**src/rtl/feistel_pkg.sv**
```systemverilog
`default_nettype none
// +----------------------------------------------------------------------+
// | Module      : feistel_pkg                                            |
// | Description : Shared widths, key rotation amount and FSM encoding    |
// |               for the iterative 4x16 Feistel round controller.       |
// | Revision    : 1.0 - initial release                                  |
// +----------------------------------------------------------------------+
package feistel_pkg;

  localparam int LANE_W  = 16;
  localparam int BLK_W   = 64;
  localparam int KEY_W   = 64;
  localparam int TT_W    = 32;
  localparam int KEY_ROT = 13;

  typedef enum logic [1:0] {
    IDLE = 2'd0,
    RUN  = 2'd1,
    DONE = 2'd2
  } state_t;

endpackage
`default_nettype wire

```
**src/rtl/feistel_key_sched.sv**
```systemverilog
`default_nettype none
// +----------------------------------------------------------------------+
// | Module      : feistel_key_sched                                      |
// | Description : Holds the 64-bit working key, loads it on block accept |
// |               and rotates it left by KEY_ROT each round. The round   |
// |               key is the upper 32 bits XOR the 4-bit round index.    |
// | Ports       : clk, rst (async, active-high)                          |
// |               load   - capture key_in                                |
// |               adv    - rotate key for next round                     |
// |               key_in - master key, MSB-first                         |
// |               rnd    - current round index                           |
// |               tt     - round key to the round stage                  |
// | Revision    : 1.0 - initial release                                  |
// +----------------------------------------------------------------------+
module feistel_key_sched
  import feistel_pkg::*;
(
  input  logic             clk,
  input  logic             rst,
  input  logic             load,
  input  logic             adv,
  input  logic [KEY_W-1:0] key_in,
  input  logic [3:0]       rnd,
  output logic [TT_W-1:0]  tt
);

  logic [KEY_W-1:0] r_key;

  always_ff @(posedge clk or posedge rst) begin
    if (rst) begin
      r_key <= '0;
    end else if (load) begin
      r_key <= key_in;
    end else if (adv) begin
      r_key <= {r_key[KEY_W-KEY_ROT-1:0], r_key[KEY_W-1:KEY_W-KEY_ROT]};
    end
  end

  // Key bits [0:31] in MSB-first numbering are the top half of the vector.
  assign tt = r_key[KEY_W-1 -: TT_W] ^ {{(TT_W-4){1'b0}}, rnd};

endmodule
`default_nettype wire

```
**src/rtl/feistel_round_ctrl.sv**
```systemverilog
`default_nettype none
// +----------------------------------------------------------------------+
// | Module      : feistel_round_ctrl                                     |
// | Description : Iterative round controller. Accepts a block and key,   |
// |               drives the external combinational round stage once per |
// |               clock for ROUNDS iterations, then offers the result.   |
// | Ports       : clk, rst (async, active-high)                          |
// |               in_valid/in_ready/in_block/in_key   - input handshake  |
// |               rnd_w0..3, rnd_tt                   - to round stage   |
// |               rnd_y0..3                           - from round stage |
// |               out_valid/out_ready/out_block       - output handshake |
// | Revision    : 1.0 - initial release                                  |
// +----------------------------------------------------------------------+
module feistel_round_ctrl
  import feistel_pkg::*;
#(
  parameter int ROUNDS = 8
) (
  input  logic              clk,
  input  logic              rst,
  input  logic              in_valid,
  output logic              in_ready,
  input  logic [BLK_W-1:0]  in_block,
  input  logic [KEY_W-1:0]  in_key,
  output logic [LANE_W-1:0] rnd_w0,
  output logic [LANE_W-1:0] rnd_w1,
  output logic [LANE_W-1:0] rnd_w2,
  output logic [LANE_W-1:0] rnd_w3,
  output logic [TT_W-1:0]   rnd_tt,
  input  logic [LANE_W-1:0] rnd_y0,
  input  logic [LANE_W-1:0] rnd_y1,
  input  logic [LANE_W-1:0] rnd_y2,
  input  logic [LANE_W-1:0] rnd_y3,
  output logic              out_valid,
  input  logic              out_ready,
  output logic [BLK_W-1:0]  out_block
);

  localparam logic [3:0] C_LAST_RND = 4'(ROUNDS - 1);

  state_t           r_st;
  state_t           w_st_nxt;
  logic [BLK_W-1:0] r_s;
  logic [3:0]       r_rnd;
  logic             w_load;
  logic             w_adv;

  always_ff @(posedge clk or posedge rst) begin
    if (rst) begin
      r_st <= IDLE;
    end else begin
      r_st <= w_st_nxt;
    end
  end

  always_comb begin
    w_st_nxt  = r_st;
    w_load    = 1'b0;
    w_adv     = 1'b0;
    in_ready  = 1'b0;
    out_valid = 1'b0;
    unique case (r_st)
      IDLE: begin
        in_ready = 1'b1;
        if (in_valid) begin
          w_load   = 1'b1;
          w_st_nxt = RUN;
        end
      end
      RUN: begin
        w_adv = 1'b1;
        if (r_rnd == C_LAST_RND) begin
          w_st_nxt = DONE;
        end
      end
      DONE: begin
        out_valid = 1'b1;
        if (out_ready) begin
          w_st_nxt = IDLE;
        end
      end
      default: w_st_nxt = IDLE;
    endcase
  end

  // Lane 0 sits in the most significant 16 bits (MSB-first packing).
  always_ff @(posedge clk or posedge rst) begin
    if (rst) begin
      r_s   <= '0;
      r_rnd <= '0;
    end else if (w_load) begin
      r_s   <= in_block;
      r_rnd <= '0;
    end else if (w_adv) begin
      r_s   <= {rnd_y0, rnd_y1, rnd_y2, rnd_y3};
      r_rnd <= r_rnd + 4'd1;
    end
  end

  feistel_key_sched u_key_sched (
    .clk    (clk),
    .rst    (rst),
    .load   (w_load),
    .adv    (w_adv),
    .key_in (in_key),
    .rnd    (r_rnd),
    .tt     (rnd_tt)
  );

  assign rnd_w0    = r_s[BLK_W-1          -: LANE_W];
  assign rnd_w1    = r_s[BLK_W-1-LANE_W   -: LANE_W];
  assign rnd_w2    = r_s[BLK_W-1-2*LANE_W -: LANE_W];
  assign rnd_w3    = r_s[BLK_W-1-3*LANE_W -: LANE_W];
  // S only changes in IDLE (load) and RUN, so it is stable throughout DONE.
  assign out_block = r_s;

endmodule
`default_nettype wire
```
**config.mk**
```make
export PLATFORM = sky130hd
export DESIGN_NAME = feistel_round_ctrl
export DESIGN_NICKNAME = d
export VERILOG_FILES = /design/src/rtl/feistel_pkg.sv /design/src/rtl/feistel_key_sched.sv /design/src/rtl/feistel_round_ctrl.sv
export SDC_FILE = /design/constraint.sdc
export NUM_CORES = 1
export LEC_CHECK = 0
export CAP_MARGIN = 15
export CORE_MARGIN = 5
export CORE_UTILIZATION = 30
export DETAILED_ROUTE_END_ITERATION = 8
export RECOVER_POWER = 50
export SLEW_MARGIN = 5
export SYNTH_ARGS = -nofsm -noshare
export SYNTH_HDL_FRONTEND = slang
export SYNTH_HIERARCHICAL = 1
export SYNTH_SLANG_ARGS = --single-unit
```
**constraint.sdc**
```tcl
create_clock -name clk -period 6.3 [get_ports clk]
set_input_delay 1.26 -clock clk [delete_from_list [all_inputs] [get_ports clk]]
set_output_delay 1.26 -clock clk [all_outputs]
set_load 0.005 [all_outputs]
```
==> results.txt, run 1 <==
----------------------------------------------------
[Synthesis]
  Number of nets in the synthesized netlist ... 879
  Number of flip-flops and latches in the synthesized netlist ... between 100 and 150
  Number of different library cells in the post-synthesis netlist ... 25
  Area share of the largest cell type after synthesis ... 48.2%
  Leading area contributor after synthesis ... dfrtp_1
  Mean instance size in the synthesized netlist ... 10.2 um^2
  Complex-gate fraction of the synthesized area ... between 15 and 20%
  Leading cell type by number of instances after synthesis ... nand2_1
  Synthesized instance count ... approximately 680
  Main combinational cell family by area after synthesis ... compound AO/OA/AOI/OAI gates
  Multiplexer area fraction after synthesis ... 9.35%
  Post-Synthesis Cell Area ... 6960 um^2
  Most frequently used flop master after synthesis ... dfrtp_1
  Xor/xnor cell area share of the yosys netlist ... less than 1%
  Count of yosys warnings during synthesis ... 6
  Top post-synthesis cells by count ... nand2_1, dfrtp_1, buf_4, mux2i_1, o21ai_1
  Number of enable-type register cells in the synthesized netlist ... 0
  Synth top area cells ... dfrtp_1, nand2_1, buf_4
  Share of synthesized cell area in and, or, nand and nor gates ... a little under an eighth
  Async SR Flop Fraction ... 100%
  Part of the Yosys area used for sequential elements ... 48.2%
  Adder and majority gate portion of the synthesized area ... 0.180%

[Cells and area]
  Final Util ... between 40% and 50%
  Fraction of layout cells with a size suffix above 1 ... 9.65%
  Layout Area Growth over Synthesis ... 52.2%
  Nets ... roughly 1,100
  Final Instance Count excl. Fillers ... between 1,000 and 1,500
  Antenna fix cells ... 0

[Power]
  Worst vdd rail ir drop ... 0.237 mV
  Relative contribution of the clock network to total power ... between 20% and 30%
  Sequential share of power ... 32.9%
  Comb pwr share ... between 40% and 50%
  Switching Share ... between 30 and 40%
  Internal power consumption ... 3260 uW
  Overall Power ... 4990 uW
  Static Leakage ... 0.00462 uW
  Reported net switching power ... 1730 uW
  Power per Cell Area ... 471 nW/um^2

[GRT]
  First-pass GRT wire length ... 34.5 mm
  Maximum number of pins on one net before global-route repair ... 129
  Via count of the first global-routing pass ... 5,671
  Overflow left after global routing ... 0
  Total track usage ... 16.7%
  Initial antenna violation count ... 0

[Route]
  Routed wire per std cell ... 18.1 um
  Count of vias placed by the detailed router ... 5,522
  Length of the first detailed-routing pass in iterations ... 4
  DRC violation total after the first TritonRoute iteration ... between 300 and 400
  Residual DRC ... 0
  Wire length reported by the detailed router ... 22.8 mm
  Via count normalized by instance count ... 4.40
  Count of antenna-violating nets left after detailed routing ... 0

[CTS]
  Hold-fix buffers at CTS ... 0
  CTS H-Tree Depth ... 4
  Clock slew at the register clock pins of the worst setup and hold paths ... 60 ps
  Maximum buffer depth of the clock tree ... 2
  TritonCTS clock tree ... done
  Buffers inserted by post-CTS timing repair ... 0
  Number of buffers created by CTS ... 17
  Number of clock sinks ... 134
  Post-CTS resize count ... 0
  Clock latency on the worst-skew pair ... 420 ps
  Library cell used as clock root buffer ... clkbuf_16

[Flow run]
  Reported max-cap violation count ... 0

[Setup path]
  Top fanout value on the critical path ... 128
  Worst setup path category ... in -> reg
  Startpoint type of the worst setup path ... input pin
  Element type at the critical path end ... flip-flop
  Critical path data arrival time ... around 3800 ps
  Startpoint of the worst register-to-register path ... r_st[1]
  Timing startpoint of the critical path ... in_valid
  Required time worst endpoint ... 6640 ps

[STA]
  Worst Max-Slew Pin Slew ... around 1000 ps
  Unrepaired setup endpoints after global routing ... false
  Remaining max-slew budget at the tightest pin ... between 30% and 40%
  Max Clock Skew ... around 12 ps
  Setup Total Neg Slack ... 0 ps
  Final slew viol count ... 0
  Maximum frequency from static timing analysis ... 0.289 GHz
  Final critical delay including setup and external delays ... 3470 ps
  # setup viols final ... 0
  Share of the clock period used by the worst path ... 55.0%
  Number of endpoints with negative hold slack in the final report ... 0

[Floorplan]
  I/O pin count ... between 300 and 400
  Die Span X ... 162 um
  Placeable core area ... 22,800 um^2
  Initial Util ... 30.6%
  Die extent in y ... 162 um
  FP Rows ... between 50 and 60
  Overall die area ... 26,400 um^2

[Place]
  Count of buffers inserted at the top-level ports ... roughly 360
  Placed cell count ... 1,224
  Half-perimeter wire length of the detailed placement result ... 16.7 mm
  Final weighted congestion of routability-driven global placement ... 0.788

[Status]
  Result of the run ... completed

[Hold path]
  Min-Delay Path Class ... reg -> reg
  Launch point of the worst hold path ... out_block[13]

----------------------------------------------------
-- worst max-delay path: stages --
cell,delay (ps)
dlygate4sd3_1,580
or3b_1,490
inv_6,620
buf_4,560
a22oi_1,150
nand2_1,100
-- power by group through the flow --
stage	clock network, uW	logic [uW]	registers, uW
2_1_floorplan	0	1540	1560
3_3_place_gp	0	2410	1670
3_5_place_dp	0	2430	1670
4_1_cts	1080	2430	1660
5_1_grt	1120	2510	1710
6_report	1050	2300	1640
-- sequential cells by signal (all words and copies together) (netlist names) --
| register | count |
|---|---|
| r_rnd | 4 |
| u_key_sched/r_key | 64 |
| r_st | 2 |
| out_block | 64 |
-- area by class of cell --
cell class                      instances  area [um^2]
Sequential cell                       134         3350
Multi-Input combinational cell        409         2580
Clock inverter                         13          170
Inverter                                5         28.8
Clock buffer                           19          453
Tap cell                              313          392
Fill cell                            2182        12200
Timing Repair Buffer                  363         3620
-- cell families after synthesis --
kind of cell	Yosys count
mux	65
buf+inv	139
simple gates	206
flops	134
compound gates	133
fa+ha+maj	1
xor+xnor	4
-- per-layer routing --
layer	track usage (%)	wire length [um]	part of all wire, %
met2	28.4	11700	52
met3	3.72	1110	4.9
met1	21.6	9690	42
met4	4.19	247	1.1
met5	0	0	0
-- cells in the final DEF (no fill, tap or decap), types with 6 or more instances in the layout --
cell type,instances
clkbuf_16,17
o21ai_1,60
a22oi_1,14
buf_4,6
clkdlybuf4s50_1,278
mux2i_1,65
dfrtp_1,134
o21ai_0,7
nand2_1,198
a22oi_2,50
dlygate4sd3_1,79
-- through the flow --
stage | hold WS (ps) | instance area [um^2] | worst slack, ps
final | 487 | 10600 | 2830
after global placement | 482 | 9980 | 2540
after detailed placement | 487 | 9980 | 2500
after floorplan | 492 | 6960 | 3270
after CTS | 505 | 10600 | 2940
after global routing | 526 | 10600 | 2650
-- path summary, 6_finish.rpt --
path	endpoint	slack, ps	cells after the start
max reg2reg	out_block[5]	3670	5
min	out_block[13]	490	2
max	out_block[10]	2830	6
min reg2reg	out_block[13]	490	2
min in group asynchronous	u_key_sched/r_key[36]	1570	3
max in group asynchronous	out_block[12]	4040	3
Power figures use the tool's default switching activity.
==> run 2, diff against run 1 <==
--- a/config.mk
+++ b/config.mk
@@ -9,6 +9,7 @@
 export CORE_MARGIN = 5
 export CORE_UTILIZATION = 30
 export DETAILED_ROUTE_END_ITERATION = 8
+export PLACE_DENSITY = 0.66
 export RECOVER_POWER = 50
 export SLEW_MARGIN = 5
 export SYNTH_ARGS = -nofsm -noshare
==> constraint.sdc (replaced) <==
create_clock -name clk -period 2.9 [get_ports clk]
set_input_delay 0.58 -clock clk [delete_from_list [all_inputs] [get_ports clk]]
set_output_delay 0.58 -clock clk [all_outputs]
set_load 0.005 [all_outputs]
==> run 2 against run 1 <==
The run now ends with max-capacitance violations, max-slew violations left. Design area increased by 1.6%. Register-to-register slack got worse by 3000 ps. Flip-flop and latch count unchanged. Final cell count increased by 0.64%. Via count increased by 3.0%. Largest cell class unchanged.
==> results.txt, run 2 (same netlist as run 1, synthesis figures left out) <==
----------------------------------------------------
[Power]
  Power per Cell Area ... 1040 nW/um^2 (+120%)
  Worst vdd rail ir drop ... 0.454 mV (+92%)
  Static Leakage ... 0.00468 uW (+1.2%)

[Hold path]
  Min-Delay Path Class ... reg -> reg
  Hold Path Cell Cnt ... 2 (unchanged)
  Endpoint, Worst Hold ... out_block[11]
  Launch point of the worst hold path ... out_block[11]

[Floorplan]
  Initial Util ... 30.6% (unchanged)
  I/O pin count ... 358 (unchanged)
  Placeable core area ... 22,800 um^2 (unchanged)
  Overall die area ... 26,400 um^2 (unchanged)
  Die Span X ... 162 um (unchanged)
  FP Rows ... 55 (unchanged)
  Die extent in y ... 162 um (unchanged)

[Route]
  Routed wire per std cell ... 18.0 um (-0.66%)
  Count of antenna-violating nets left after detailed routing ... 0 (unchanged)
  Wire length reported by the detailed router ... 22.8 mm (about the same)
  Count of vias placed by the detailed router ... 5,685 (+3.0%)
  DRC violation total after the first TritonRoute iteration ... 231 (-26%)
  Length of the first detailed-routing pass in iterations ... 4 (unchanged)
  Residual DRC ... 0 (unchanged)
  Via count normalized by instance count ... 4.50 (+2.3%)

[Cells and area]
  Antenna fix cells ... 0 (unchanged)
  Filler Cell Count ... 2,128 (-2.5%)
  Nets ... 1,135 (+0.71%)
  Most frequent cells in the layout ... clkdlybuf4s50_1, nand2_1, dfrtp_1, mux2i_1, o21ai_1
  Fraction of layout cells with a size suffix above 1 ... 9.88% (+0.23 points)
  Layout Area Growth over Synthesis ... 54.7%
  Most common library cell in the layout ignoring fill and taps ... clkdlybuf4s50_1

[Setup path]
  Worst setup path category ... in -> reg
  Cell Chain, Critical Path ... clkdlybuf4s50_1, o21bai_1, buf_4, nand2_1, nand2_1
  Terminus of the critical flop-to-flop path ... out_block[57]
  Critical path's most frequent cell ... nand2_1
  Required time worst endpoint ... 3250 ps (-3390 ps)
  Startpoint type of the worst setup path ... input pin
  Startpoint of the worst register-to-register path ... r_st[0]
  Number of cells on the worst reg-to-reg path ... 4 (-1)
  Top fanout value on the critical path ... 20 (-84%)
  Slowest Stage Delay on Critical Path ... 1140 ps (+520 ps)
  Minimum setup slack among reg-to-reg paths ... 660 ps (-3010 ps)
  Critical path data arrival time ... 2710 ps (-1100 ps)
  Timing startpoint of the critical path ... in_valid
  Element type at the critical path end ... flip-flop
  Master of the slowest instance on the critical path ... o21bai_1

[Place]
  Count of buffers inserted at the top-level ports ... 357 (unchanged)
  Final weighted congestion of routability-driven global placement ... 0.838 (+6.3%)
  Setup Slack @ Placement ... 487 ps (-2020 ps)
  Half-perimeter wire length of the detailed placement result ... 17.3 mm (+3.7%)

[CTS]
  Number of buffers created by CTS ... 17 (unchanged)
  Clock slew at the register clock pins of the worst setup and hold paths ... 60 ps (about the same)
  Buffers inserted by post-CTS timing repair ... 0 (unchanged)
  CTS H-Tree Depth ... 4 (unchanged)
  TritonCTS clock tree ... done
  Maximum buffer depth of the clock tree ... 2 (unchanged)
  Clock latency on the worst-skew pair ... 410 ps (about the same)
  Number of clock sinks ... 134 (unchanged)
  Post-CTS resize count ... 0 (unchanged)
  Library cell used as clock root buffer ... clkbuf_16
  Hold-fix buffers at CTS ... 0 (unchanged)

[STA]
  Final WS setup ... 538 ps (-2300 ps)
  Remaining max-slew budget at the tightest pin ... -7.67% (-41 points)
  Maximum frequency from static timing analysis ... about 0.42 GHz
  Worst Max-Slew Pin Slew ... 1620 ps (+611 ps)
  Final slew viol count ... 65 (+65)
  Setup Total Neg Slack ... 0 ps (unchanged)
  Number of endpoints with negative hold slack in the final report ... 0 (unchanged)
  Max Clock Skew ... 8.47 ps (-3.83 ps)
  # setup viols final ... 0 (unchanged)
  Unrepaired setup endpoints after global routing ... false
  Final critical delay including setup and external delays ... 2360 ps
  Share of the clock period used by the worst path ... roughly 81%

[Status]
  Violations in the final reports ... max-capacitance violations, max-slew violations
  Result of the run ... finished with violations

[GRT]
  Total track usage ... 16.9% (+0.16 points)
  First-pass GRT wire length ... 35.0 mm (+1.4%)
  Via count of the first global-routing pass ... 5,964 (+5.2%)
  Overflow left after global routing ... 0 (unchanged)
  Initial antenna violation count ... 0 (unchanged)
  Maximum number of pins on one net before global-route repair ... 65 (-50%)

[Flow run]
  Reported max-cap violation count ... 2 (+2)

----------------------------------------------------
[run 2: worst max path at each step]
| stage | end | slack [ps] | depth (start not counted) |
|---|---|---|---|
| final | out_block[57] | 540 | 5 |
| after global routing | out_block[16] | 340 | 6 |
| after CTS | out_valid | 650 | 3 |
| after global placement | u_key_sched/r_key[20] | 520 | 5 |
| after detailed placement | u_key_sched/r_key[5] | 490 | 6 |
| after floorplan | out_block[0] | 550 | 1 |
[run 2: worst max-delay path, delay by kind of cell]
kind	cells	cell delay, ps
compound gates	1	1140
simple gates	2	160
buf+inv	2	830
[run 2: layout make-up]
class / count / area (um^2) / share of cell area, %
clock buffer: 21 / 460 / 4.28
clock inverter: 11 / 196 / 1.82
inverter: 5 / 27.5 / 0.256
multi-input combinational: 409 / 2570 / 23.9
sequential: 134 / 3350 / 31.1
tap: 313 / 392 / 3.64
timing repair buffer: 371 / 3770 / 35.0
[run 2: per-stage QoR]
| stage | std cells | utilization [%] | total power (uW) | area (um^2) | hold slack, ps |
|---|---|---|---|---|---|
| 5_1_grt | 1264 | 47.3 | 12000 | 10800 | 528 |
| 3_5_place_dp | 1232 | 44.6 | 9100 | 10200 | 494 |
| 6_report | 1264 | 47.3 | 11200 | 10800 | 495 |
| 3_3_place_gp | 1232 | 44.6 | 9020 | 10200 | 480 |
| 2_1_floorplan | 682 | - | 6720 | 6960 | 492 |
| 4_1_cts | 1264 | 47.5 | 11600 | 10800 | 513 |
[run 2: where the power goes]
part           switching, uW  internal, uW  total, uW
Combinational           2150          3080       5230
Sequential               808          2790       3590
Clock                    828          1580       2410
[run 2: routing by layer]
metal | part of all wire [%] | track usage (%) | up-vias
li1 | - | - | 2734
met1 | 41 | 21.4 | 2743
met2 | 51 | 28.2 | 179
met3 | 5.4 | 4.30 | 29
met4 | 2.4 | 5.50 | 0
met5 | 0 | 0 | -
